<file path="src/rtl/uart_time_reporter_pkg.sv">
// Shared types and constants for the UART time reporter: FSM encoding,
// ASCII framing characters, frame lengths and a digit-to-ASCII helper.
package uart_time_reporter_pkg;

    typedef enum logic [2:0] {
        S_IDLE      = 3'd0,
        S_WAIT_FREE = 3'd1,
        S_STROBE    = 3'd2,
        S_WAIT_ACK  = 3'd3,
        S_WAIT_DONE = 3'd4,
        S_FINISH    = 3'd5
    } state_t;

    localparam logic [7:0] ASCII_ZERO  = 8'h30;
    localparam logic [7:0] ASCII_COLON = 8'h3A;
    localparam logic [7:0] ASCII_DOT   = 8'h2E;
    localparam logic [7:0] ASCII_CR    = 8'h0D;
    localparam logic [7:0] ASCII_LF    = 8'h0A;

    localparam int FRAME_LEN_CRLF    = 13;
    localparam int FRAME_LEN_NO_CRLF = 11;
    localparam int IDX_W             = 4;

    // Decimal digit 0..9 to its ASCII character.
    function automatic logic [7:0] digit_to_ascii(input logic [3:0] digit);
        return ASCII_ZERO | {4'h0, digit};
    endfunction

endpackage

</file>
<file path="src/rtl/uart_time_reporter_if.sv">
// Byte-level handshake between the time reporter and a UART transmitter.
interface uart_time_reporter_if;
    logic       start_trigger;
    logic [7:0] tx_data;
    logic       tx_busy;

    modport master (output start_trigger, output tx_data, input tx_busy);
    modport slave  (input start_trigger, input tx_data, output tx_busy);
endinterface

</file>
<file path="src/rtl/uart_time_reporter_bin2dec2.sv">
// Binary (0..127) to two decimal digits, saturating at 99.
module bin2dec2
    import uart_time_reporter_pkg::*;
(
    input  logic [6:0] bin,
    output logic [3:0] tens,
    output logic [3:0] units
);

    logic [6:0] sat;

    // Saturate, find the tens digit by threshold compare, derive units by subtraction.
    always_comb begin
        sat  = (bin > 7'd99) ? 7'd99 : bin;
        tens = 4'd0;
        for (int k = 1; k < 10; k++) begin
            if (sat >= 7'(k * 10)) tens = 4'(k);
        end
        // The true remainder is below 10, so 4-bit wraparound arithmetic is exact.
        units = sat[3:0] - tens * 4'd10;
    end

endmodule

</file>
<file path="src/rtl/uart_time_reporter.sv">
// Sends a snapshot of hour/min/sec/centisecond as "HH:MM:SS.CC" (optionally
// followed by CR LF) to a byte-wide UART transmitter, one strobe per byte.
module uart_time_reporter
    import uart_time_reporter_pkg::*;
#(
    parameter bit CRLF_EN = 1'b1
) (
    input  logic                        clk,
    input  logic                        rst,
    input  logic                        send_req,
    input  logic [4:0]                  hour,
    input  logic [5:0]                  min,
    input  logic [5:0]                  sec,
    input  logic [6:0]                  msec,
    uart_time_reporter_if.master        tx,
    output logic                        busy,
    output logic                        done
);

    localparam logic [IDX_W-1:0] LAST_IDX = CRLF_EN ? IDX_W'(FRAME_LEN_CRLF - 1)
                                                    : IDX_W'(FRAME_LEN_NO_CRLF - 1);

    state_t           state, state_next;
    logic [IDX_W-1:0] idx, idx_next;

    logic [4:0] hour_snap;
    logic [5:0] min_snap;
    logic [5:0] sec_snap;
    logic [6:0] msec_snap;

    logic [3:0] hour_t, hour_u, min_t, min_u, sec_t, sec_u, msec_t, msec_u;
    logic [7:0] byte_sel;

    bin2dec2 u_hour (.bin({2'b00, hour_snap}), .tens(hour_t), .units(hour_u));
    bin2dec2 u_min  (.bin({1'b0, min_snap}),   .tens(min_t),  .units(min_u));
    bin2dec2 u_sec  (.bin({1'b0, sec_snap}),   .tens(sec_t),  .units(sec_u));
    bin2dec2 u_msec (.bin(msec_snap),          .tens(msec_t), .units(msec_u));

    // State and byte index registers.
    always_ff @(posedge clk or posedge rst) begin
        if (rst) begin
            state <= S_IDLE;
            idx   <= '0;
        end else begin
            state <= state_next;
            idx   <= idx_next;
        end
    end

    // Next-state and byte index sequencing.
    always_comb begin
        state_next = state;
        idx_next   = idx;
        case (state)
            S_IDLE: begin
                if (send_req) state_next = S_WAIT_FREE;
            end
            S_WAIT_FREE: begin
                if (!tx.tx_busy) state_next = S_STROBE;
            end
            S_STROBE: begin
                state_next = S_WAIT_ACK;
            end
            S_WAIT_ACK: begin
                if (tx.tx_busy) state_next = S_WAIT_DONE;
            end
            S_WAIT_DONE: begin
                if (!tx.tx_busy) begin
                    if (idx == LAST_IDX) begin
                        state_next = S_FINISH;
                    end else begin
                        idx_next   = idx + 1'b1;
                        state_next = S_STROBE;
                    end
                end
            end
            S_FINISH: begin
                state_next = S_IDLE;
                idx_next   = '0;
            end
            default: begin
                state_next = S_IDLE;
                idx_next   = '0;
            end
        endcase
    end

    // Field snapshot taken when a request is accepted; frozen for the whole frame.
    always_ff @(posedge clk or posedge rst) begin
        if (rst) begin
            hour_snap <= '0;
            min_snap  <= '0;
            sec_snap  <= '0;
            msec_snap <= '0;
        end else if (state == S_IDLE && send_req) begin
            hour_snap <= hour;
            min_snap  <= min;
            sec_snap  <= sec;
            msec_snap <= msec;
        end
    end

    // Byte selection for the index that will be current in the next cycle.
    always_comb begin
        byte_sel = 8'h00;
        case (idx_next)
            4'd0:    byte_sel = digit_to_ascii(hour_t);
            4'd1:    byte_sel = digit_to_ascii(hour_u);
            4'd2:    byte_sel = ASCII_COLON;
            4'd3:    byte_sel = digit_to_ascii(min_t);
            4'd4:    byte_sel = digit_to_ascii(min_u);
            4'd5:    byte_sel = ASCII_COLON;
            4'd6:    byte_sel = digit_to_ascii(sec_t);
            4'd7:    byte_sel = digit_to_ascii(sec_u);
            4'd8:    byte_sel = ASCII_DOT;
            4'd9:    byte_sel = digit_to_ascii(msec_t);
            4'd10:   byte_sel = digit_to_ascii(msec_u);
            4'd11:   byte_sel = ASCII_CR;
            4'd12:   byte_sel = ASCII_LF;
            default: byte_sel = 8'h00;
        endcase
    end

    // Registered outputs, decoded from the state being entered so they line up with it.
    always_ff @(posedge clk or posedge rst) begin
        if (rst) begin
            tx.start_trigger <= 1'b0;
            tx.tx_data       <= 8'h00;
            busy             <= 1'b0;
            done             <= 1'b0;
        end else begin
            tx.start_trigger <= (state_next == S_STROBE);
            if (state_next == S_STROBE) tx.tx_data <= byte_sel;
            busy             <= (state_next != S_IDLE) && (state_next != S_FINISH);
            done             <= (state_next == S_FINISH);
        end
    end

endmodule

</file>
<file path="src/flat_wrapper.sv">
// flat-port wrapper written by rule: the top's interface ports become plain ports
module uart_time_reporter_flat import uart_time_reporter_pkg::*;
#(
    parameter bit CRLF_EN = 1'b1
)
  (clk, rst, send_req, hour, min, sec, msec, busy, done, tx_start_trigger, tx_tx_data, tx_tx_busy);
  uart_time_reporter_if tx_i ();
  input  logic clk;
  input  logic rst;
  input  logic send_req;
  input  logic [4:0] hour;
  input  logic [5:0] min;
  input  logic [5:0] sec;
  input  logic [6:0] msec;
  output logic busy;
  output logic done;
  output wire logic [$bits(tx_i.start_trigger)-1:0] tx_start_trigger;
  output wire logic [$bits(tx_i.tx_data)-1:0] tx_tx_data;
  input wire logic [$bits(tx_i.tx_busy)-1:0] tx_tx_busy;
  assign tx_start_trigger = tx_i.start_trigger;
  assign tx_tx_data = tx_i.tx_data;
  assign tx_i.tx_busy = tx_tx_busy;
  uart_time_reporter #(.CRLF_EN(CRLF_EN)) u_core (.clk(clk), .rst(rst), .send_req(send_req), .hour(hour), .min(min), .sec(sec), .msec(msec), .tx(tx_i), .busy(busy), .done(done));
endmodule
</file>
<file path="config.mk">
export PLATFORM = sky130hd
export DESIGN_NAME = uart_time_reporter_flat
export DESIGN_NICKNAME = d
export VERILOG_FILES = /design/src/rtl/uart_time_reporter_pkg.sv /design/src/rtl/uart_time_reporter_if.sv /design/src/rtl/uart_time_reporter_bin2dec2.sv /design/src/rtl/uart_time_reporter.sv /design/src/flat_wrapper.sv
export SDC_FILE = /design/constraint.sdc
export NUM_CORES = 1
export LEC_CHECK = 0
export CAP_MARGIN = 10
export CORE_ASPECT_RATIO = 1.75
export CORE_UTILIZATION = 51
export CTS_BUF_LIST = sky130_fd_sc_hd__clkbuf_8
export DETAILED_ROUTE_END_ITERATION = 12
export PLACE_DENSITY = 0.84
export SYNTH_ARGS = -nofsm -noshare
export SYNTH_HDL_FRONTEND = slang
export SYNTH_SLANG_ARGS = --single-unit
</file>
<file path="constraint.sdc">
create_clock -name clk -period 2.5 [get_ports clk]
set_input_delay 0.5 -clock clk [delete_from_list [all_inputs] [get_ports clk]]
set_output_delay 0.5 -clock clk [all_outputs]
set_load 0.03 [all_outputs]
</file>
==> results.yml <==
worst_setup_path:
  cpMaxStageDelayCell: "or4b_4"
  crit_end: "u_core.tx.tx_data[2]"
  arrival_ns: 2.78
  reg2reg_from: "u_core.msec_snap[2]"
  crit_buf_inv: 0
  start_kind: "register"
  crit_chain: "or4b_4 > a21oi_2 > a21oi_2 > ha_2 > fa_2 > or3_1 > a31oi_1 > o221a_1"
  rrSetupSlack_ns: -0.04
  cp-startpoint: "u_core.msec_snap[2]"
  critPathRequiredTime_ns: 2.73
  crit_path_end_kind: "register"
  path_delay_family: "simple AND/OR/NAND/NOR gates"
  critPathKind: "register to register"
  crit_cells: 8
  worst-path-max-fanout: 3
  crit_top_cell: "a21oi_2"
  critical-path-max-stage-delay_ns: 0.52
  ff2ff_path_depth: 8
  rr_endpoint: "u_core.tx.tx_data[2]"
power:
  p_leak_nw: 1.59
  p_per_area_nw_per_um2: 1300
  ir_drop_uv: 710
  finalPower_mw: 4.74
finish:
  antenna_cells: 0
  multi_input_area_um2: 1620
  area_growth_pct: 31.6
  regArea_um2: 1000
  drive_above_1_share: 0.229
  nNetsFinal: 426
  layout.cells.non_filler: 444
  fillers: 431
  final_area_um2: 3660
outcome:
  status: "complete, but fails checks"
  failed_checks: "DRC, setup timing"
die:
  dieHeight_um: 99.7
  rows: 35
  core_area_um2: 5260
  floorplan.die.width_um: 57.8
  initial_utilization: 0.529
  ios: 39
  fp.dieArea_um2: 5760
drt:
  wl_um: 7240
  vias_per_cell: 5.90
  ant_nets: 0
  route.detailed.drc: 1
  drtIter0Drc: 156
  dr.pass1.iters: 9
  via_count: 2619
  routedWlPerCell_um: 16.3
timing:
  fin_skew_ns: 0.00530
  slew_headroom: 0.660
  hold_ws_ns: 0.497
  slew_viol_final: 0
  worst_slack_ns: -0.0411
  rsz0062_at_grt: "yes"
  finalHoldViolations: 0
  setup_violations: 2
  period_needed_ns: 2.54
  worstMarginPinSlew_ns: 0.509
  fmax_mhz: 394
  finalSetupTns_ns: -0.0684
  post-route-period-util: 1.02
min_path:
  hold_path.class: "register to register"
synthesis:
  netlist_top_cells_count: "dfrtp_1 (40), o21ai_0 (28), nand2_1 (26)"
  synthArstFlopShare: 1.00
  synthCells: 319
  syn_area_um2: 2780
  synth_most_common_cell: "dfrtp_1"
  yosysTopAreaCellShare: 0.360
  synth_seq_cells: 40
  synth_edf_count: 0
  yosys_warnings: 0
  yosys-top-cells-area: "dfrtp_1 (36%), mux2_2 (5.7%), o21ai_0 (5.0%)"
  seq_area_frac_synth: 0.360
  avgSynthCellArea_um2: 8.72
  ys_types: 64
  synth-main-ff-cell: "dfrtp_1"
  synth_area_leader_cell: "dfrtp_1"
grt:
  grt_max_degree: 41
  grt_overflow: 0
  grt_pass1_vias: 2647
  grt_use_total: 0.271
  grt_pass1_wl_um: 11900
  antenna_found_initial: 0
placed_design:
  hpwlAfterDp_um: 5690
  place_congestion: 1.01
  dpl_cell_area_um2: 3490
  port_buffers: 36
  dp.cells: 434
cts:
  numCtsBuffers: 5
  cts.sinks: 40
  cts.htree.levels: 2
  root_buffer: "clkbuf_8"
  cts_tree: "built"
  clock_latency_ns: 0.29
  clk_path_buf_depth: 2
  clkTransAtPathRegs_ns: 0.08
run:
  maxCapViolCount: 0
## flip-flops by register name (all words and copies together), names as in the netlist
signal,count
u_core.msec_snap,7
u_core.min_snap,6
u_core.sec_snap,6
u_core.tx.tx_data,6
u_core.hour_snap,5
u_core.idx,4
u_core.state,3
u_core.busy,1
u_core.done,1
u_core.tx.start_trigger,1
## logic make-up after synthesis
group	share of synthesized area
AO/OA/AOI/OAI	0.231
XOR/XNOR	0.0284
adder cells (fa/ha/maj)	0.0738
buffers and inverters	0.0738
flip-flops	0.360
multiplexers	0.0716
other	0.00135
AND/OR/NAND/NOR	0.160
## per-layer routing
layer	vias up	share of wire	wire, um	GRT usage
li1	1274	-	-	-
met1	1259	0.36	2620	0.267
met2	64	0.57	4120	0.526
met3	22	0.023	166	0.0312
met4	0	0.046	331	0.145
met5	-	0	0	0
## report_power, final
group / internal, mW / switching (mW) / total [mW]
logic: 1.48 / 1.49 / 2.97
clock network: 0.352 / 0.225 / 0.577
registers: 0.914 / 0.279 / 1.19
total: 2.75 / 1.99 / 4.74
## cells in the final DEF (no fill, tap or decap), types with 5 or more instances in the layout
| cell | instances |
|---|---|
| nor2_1 | 23 |
| clkdlybuf4s50_1 | 36 |
| dfrtp_1 | 40 |
| buf_4 | 49 |
| inv_1 | 18 |
| ha_1 | 5 |
| a21oi_1 | 16 |
| a31oi_1 | 7 |
| a22oi_1 | 6 |
| xor2_1 | 6 |
| clkbuf_8 | 7 |
| mux2_2 | 14 |
| nor3_1 | 7 |
| nand2_1 | 26 |
| o21ai_0 | 27 |
| nor2b_1 | 6 |
## worst min-delay path: cells and delay by family (launching register included)
kind	cells	cell delay, ns
AO/OA/AOI/OAI	1	0.06
flip-flops	1	0.36
AND/OR/NAND/NOR	1	0.05
## through the flow
| step | setup slack [ns] | utilization |
|---|---|---|
| after floorplan | 0.00126 | - |
| after global placement | -0.264 | 0.664 |
| after detailed placement | -0.272 | 0.664 |
| after CTS | -0.0762 | 0.692 |
| after global routing | -0.148 | 0.696 |
| final | -0.0411 | 0.696 |
## worst min-delay path by stage
stage               cells past startpoint                 start              endpoint
detailed placement                      2  u_core.tx.tx_data[4]  u_core.tx.tx_data[4]
global route                            2  u_core.tx.tx_data[4]  u_core.tx.tx_data[4]
finish                                  2  u_core.tx.tx_data[4]  u_core.tx.tx_data[4]
floorplan                               1    u_core.sec_snap[0]    u_core.sec_snap[0]
global placement                        2  u_core.tx.tx_data[4]  u_core.tx.tx_data[4]
CTS                                     2  u_core.tx.tx_data[4]  u_core.tx.tx_data[4]
## repair_timing
action                                  4_1_cts  5_1_grt
cloned                                        0        0
hold buffers                                  0        0
pin swaps                                     7        3
resized for setup                             5        3
buffers inserted                              1        1
endpoints found under the setup margin        2        4
## area by class of cell
| class | count | area share |
|---|---|---|
| Clock buffer | 7 | 0.0263 |
| Clock inverter | 1 | 0.00821 |
| Tap cell | 55 | 0.0188 |
| Multi-Input combinational cell | 231 | 0.442 |
| Sequential cell | 40 | 0.274 |
| Inverter | 23 | 0.0239 |
| Timing Repair Buffer | 87 | 0.208 |
Note: power is estimated with default switching activity, not from simulation.
